<file path="src/rtl/fifo_rd_pkg.sv">
// Shared definitions for the FIFO burst read master: FSM state encoding.
package fifo_rd_pkg;

    localparam int STATE_W = 2;

    typedef enum logic [STATE_W-1:0] {
        IDLE  = 2'd0,
        RUN   = 2'd1,
        DRAIN = 2'd2,
        DONE  = 2'd3
    } state_t;

endpackage

</file>
<file path="src/rtl/fifo_burst_reader.sv">
// Read-side burst master: pops ilen words from a show-ahead FIFO and streams them out
// through a registered valid/ready stage, pulsing odone when the burst completes.
module fifo_burst_reader
    import fifo_rd_pkg::*;
#(
    parameter int pBITS  = 8,
    parameter int pLEN_W = 4
) (
    input  logic              iclk,
    input  logic              ireset,
    input  logic              istart,
    input  logic [pLEN_W-1:0] ilen,
    output logic              ofifo_rd,
    input  logic              ififo_empty,
    input  logic [pBITS-1:0]  ififo_data,
    output logic [pBITS-1:0]  odata,
    output logic              ovalid,
    input  logic              iready,
    output logic              obusy,
    output logic              odone,
    output logic [pLEN_W-1:0] oremain
);

    localparam logic [pLEN_W-1:0] LEN_ZERO = {pLEN_W{1'b0}};
    localparam logic [pLEN_W-1:0] LEN_ONE  = {{(pLEN_W-1){1'b0}}, 1'b1};

    state_t            state_r;
    state_t            state_nxt_s;
    logic              load_s;
    logic              accept_s;
    logic [pLEN_W-1:0] remain_r;
    logic [pBITS-1:0]  data_r;
    logic              valid_r;
    logic              busy_r;
    logic              done_r;

    // Pop qualifier: head word present, words left, and the output register free or draining.
    always_comb begin
        load_s   = (state_r == RUN) && !ififo_empty && (remain_r != LEN_ZERO)
                   && (!valid_r || iready);
        accept_s = valid_r && iready;
    end

    // Next-state logic for the burst FSM.
    always_comb begin
        state_nxt_s = state_r;
        case (state_r)
            IDLE: begin
                if (istart) begin
                    state_nxt_s = (ilen != LEN_ZERO) ? RUN : DONE;
                end else begin
                    state_nxt_s = IDLE;
                end
            end
            RUN: begin
                if (load_s && (remain_r == LEN_ONE)) begin
                    state_nxt_s = DRAIN;
                end else begin
                    state_nxt_s = RUN;
                end
            end
            DRAIN: begin
                if (accept_s) begin
                    state_nxt_s = DONE;
                end else begin
                    state_nxt_s = DRAIN;
                end
            end
            DONE:    state_nxt_s = IDLE;
            default: state_nxt_s = IDLE;
        endcase
    end

    // State register; busy/done are decoded from the next state so they are flop outputs.
    always_ff @(posedge iclk or posedge ireset) begin
        if (ireset) begin
            state_r <= IDLE;
            busy_r  <= 1'b0;
            done_r  <= 1'b0;
        end else begin
            state_r <= state_nxt_s;
            busy_r  <= (state_nxt_s == RUN) || (state_nxt_s == DRAIN);
            done_r  <= (state_nxt_s == DONE);
        end
    end

    // Remaining-word counter: loaded on start, only decremented by a pop so it cannot wrap.
    always_ff @(posedge iclk or posedge ireset) begin
        if (ireset) begin
            remain_r <= LEN_ZERO;
        end else if ((state_r == IDLE) && istart) begin
            remain_r <= ilen;
        end else if (load_s) begin
            remain_r <= remain_r - LEN_ONE;
        end else begin
            remain_r <= remain_r;
        end
    end

    // Output stage: a load may replace an accepted word in the same cycle.
    always_ff @(posedge iclk or posedge ireset) begin
        if (ireset) begin
            data_r  <= {pBITS{1'b0}};
            valid_r <= 1'b0;
        end else if (load_s) begin
            data_r  <= ififo_data;
            valid_r <= 1'b1;
        end else if (accept_s) begin
            data_r  <= data_r;
            valid_r <= 1'b0;
        end else begin
            data_r  <= data_r;
            valid_r <= valid_r;
        end
    end

    assign ofifo_rd = load_s;
    assign odata    = data_r;
    assign ovalid   = valid_r;
    assign obusy    = busy_r;
    assign odone    = done_r;
    assign oremain  = remain_r;

endmodule

</file>
<file path="config.mk">
export PLATFORM = sky130hd
export DESIGN_NAME = fifo_burst_reader
export DESIGN_NICKNAME = d
export VERILOG_FILES = /design/src/rtl/fifo_rd_pkg.sv /design/src/rtl/fifo_burst_reader.sv
export SDC_FILE = /design/constraint.sdc
export NUM_CORES = 1
export LEC_CHECK = 0
export BUFFER_PORTS_ARGS = -buffer_cell sky130_fd_sc_hd__buf_4
export CAP_MARGIN = 20
export CORE_MARGIN = 1
export CORE_UTILIZATION = 46
export DETAILED_ROUTE_END_ITERATION = 10
export HOLD_SLACK_MARGIN = 0.08
export PLACE_DENSITY = 0.77
export REMOVE_ABC_BUFFERS = 1
export SETUP_SLACK_MARGIN = 0.15
export SLEW_MARGIN = 20
export SYNTH_ARGS = -nofsm -noshare
export SYNTH_HDL_FRONTEND = slang
export SYNTH_SLANG_ARGS = --single-unit
</file>
<file path="constraint.sdc">
create_clock -name iclk -period 2.9 [get_ports iclk]
set_input_delay 0.29 -clock iclk [delete_from_list [all_inputs] [get_ports iclk]]
set_output_delay 0.29 -clock iclk [all_outputs]
set_load 0.05 [all_outputs]
</file>
==> results by group <==
Run status
  – Status: finished clean

Floorplan
  – Full die area: between 1500 and 2000 um^2
  – Die height: 44.1 um
  – Core area: between 1500 and 2000 um^2
  – Placement Rows: 14
  – Initial core utilization: ~52%
  – Die Wd: about 44 um
  – I/O pins: 33

Synth
  – Post-synth top area cell: dfrtp_1
  – Yosys reg bits: 17
  – Cells after Synth: 65
  – Main area contributors after synthesis: dfrtp_1 52%, mux2_4 9.2%, ha_1 4.6%, mux2_2 4.1%, nor3b_1 2.8%
  – Count of distinct cell types in the synthesized netlist: 25
  – Mean Syn Cell Area: 12.6 um^2
  – Synth Warn #: 0
  – Mapped Area: 816 um^2
  – Sequential share of the synthesized area: about 52%
  – Post-synth top area share: between 50% and 60%

Setup path
  – Critical path class: reg2out
  – Critical R2R Launch: oremain[0]
  – CP Max Fanout: 16
  – CP Launch Type: flip-flop
  – Crit path from: oremain[0]
  – CP arrival: between 2000 and 2500 ps
  – Worst Path Required: between 2000 and 3000 ps
  – Worst setup EP type: output port

Timing
  – Final Hold Fails: 0
  – Setup TNS: 0 ps
  – Fmax: 412 MHz
  – RSZ-0062 raised after global routing: false
  – Clk_skew: a little over 4 ps
  – Relative slew slack: between 50% and 60%
  – Final setup vio count: 0
  – Fin crit share: a little over four fifths
  – Minimum clock period after layout: 2430 ps
  – Worst slew pin tran: 739 ps
  – Max-slew violations: 0

Final layout
  – # nets final: 120
  – Layout Cells excl Fill: between 100 and 150
  – Layout cell share with drive strength beyond 1: 45.5%
  – P&R area growth vs syn: 31.4%
  – Core Util, Final: between 60 and 70%
  – Ant. Diodes: 0

GRT
  – First-pass GRT wire length: between 2000 and 3000 um
  – Vias in the first global route: approximately 650
  – Initial antenna violation count: 0
  – Gr usage total: roughly 20%
  – Largest net degree at the start of global routing: 18
  – GRT overflow: 0

CTS
  – Worst skew pair latency: 280 ps
  – CTS tree: yes
  – Root buf cell: clkbuf_4
  – TritonCTS Buffers: 3
  – CTS-repair resized insts: 0
  – Clock transition at path regs: roughly 90 ps
  – Total setup buffers inserted after CTS: 0
  – CTS max path bufs: 2
  – Hold_buf cts: 0
  – Sink Count: 17
  – CTS H-tree depth: 1

Routing
  – DRT iter0 DRCs: 12
  – WL/cell: 14.9 um
  – Via count: 626
  – Detailed-route DRC error count: 0
  – Post-DRT Antenna Nets: 0
  – First drt pass iteration count: 6
  – Via density: around 5.4
  – Routed wire length: ~1700 um

Placement
  – Placed cell count: around 110
  – Dpl hpwl: around 1300 um
  – GPL Wtd Cong: roughly 0.78
  – Port Buffers: 32

Min path
  – Hold/Removal Path Class: in2async

Flow run
  – Max cap viols: 0
area by class of cell:
type	instances	area, um^2
clock inverter	1	5.00
fill	129	504
sequential	17	425
tap	16	20.0
clock buffer	3	22.5
timing repair buffer	32	240
multi-input combinational	43	348
inverter	3	11.3
path summary, 6_finish.rpt:
| kind | end | slack [ps] | depth (start not counted) |
|---|---|---|---|
| worst max-delay path | ofifo_rd | 470 | 5 |
| worst min-delay path | odata[2] | 80 | 2 |
| worst max register to register | obusy | 570 | 7 |
| worst min register to register | odata[2] | 520 | 1 |
| max in group asynchronous | odata[6] | 2420 | 2 |
| min in group iclk | oremain[2] | 220 | 3 |
layout by cell type (no fill, tap or decap), drive strengths merged:
cell type	synthesis	routed
buf	2	32
mux2	8	8
nand4	1	1
or3b	1	1
nor3b	3	3
o21ai	3	3
and2	1	1
a21oi	1	1
clkbuf	0	3
ha	3	3
and3	1	1
a32oi	1	1
o211ai	1	1
nand3	1	1
nor2	4	4
nand2b	2	2
a221o	2	2
dfrtp	17	17
or3	1	1
nand2	5	5
o311a	2	2
nor2b	1	1
inv	3	3
clkinv	0	1
xor2	1	1
state kept, by name, summed over array words and instances, names as in the netlist:
register / cells
oremain: 4
odata: 8
ovalid: 1
odone: 1
obusy: 1
state_r: 2
metal layers:
metal | wire length, um | up-vias | global-route usage (%)
li1 | - | 299 | -
met1 | 688 | 302 | 23.2
met2 | 897 | 21 | 32.9
met3 | 95 | 4 | 7.35
met4 | 31 | 0 | 7.27
met5 | 0 | - | 0
stage by stage:
step           setup slack (ps)  area (um^2)  hold WS, ps
3_3_place_gp                704         1040          413
4_1_cts                     436         1070         94.2
5_1_grt                     308         1070          131
3_5_place_dp                566         1040          411
2_1_floorplan               133          785          216
6_report                    471         1070         78.2
worst max-delay path: stages, from the launching register on:
cell and delay [ps]:
dfrtp_1 430, inv_1 80, ha_1 210, or3b_4 240, and3_1 570, buf_4 320
synthesized netlist by cell type:
| library cell | instances |
|---|---|
| o211ai_1 | 1 |
| nand4_1 | 1 |
| nand2b_1 | 2 |
| and2_0 | 1 |
| nor2b_1 | 1 |
| a21oi_1 | 1 |
| inv_1 | 3 |
| mux2_2 | 3 |
| nand2_1 | 5 |
| xor2_1 | 1 |
| o311a_1 | 2 |
| a32oi_1 | 1 |
| or3_1 | 1 |
| and3_1 | 1 |
| mux2_4 | 5 |
| nor2_1 | 4 |
| dfrtp_1 | 17 |
| buf_6 | 1 |
| nor3b_1 | 3 |
| o21ai_0 | 3 |
| or3b_4 | 1 |
| a221o_1 | 2 |
| ha_1 | 3 |
| buf_12 | 1 |
| nand3_1 | 1 |
cells by family (layout without fill, tap and decap cells):
logic type	after synthesis	count (layout)	share of synthesized area, %
adders and majority gates	3	3	4.60
AOI/OAI and AO/OA	10	10	9.36
DFF	17	17	52.1
muxes	8	8	13.3
buffers and inverters	5	39	5.21
xor gates and xnor gates	1	1	1.07
and+or+nand+nor	21	21	14.3
Power is left out: the tool's default activity adds up to more than one toggle a clock period on the data nets, which glitch-free logic cannot reach.
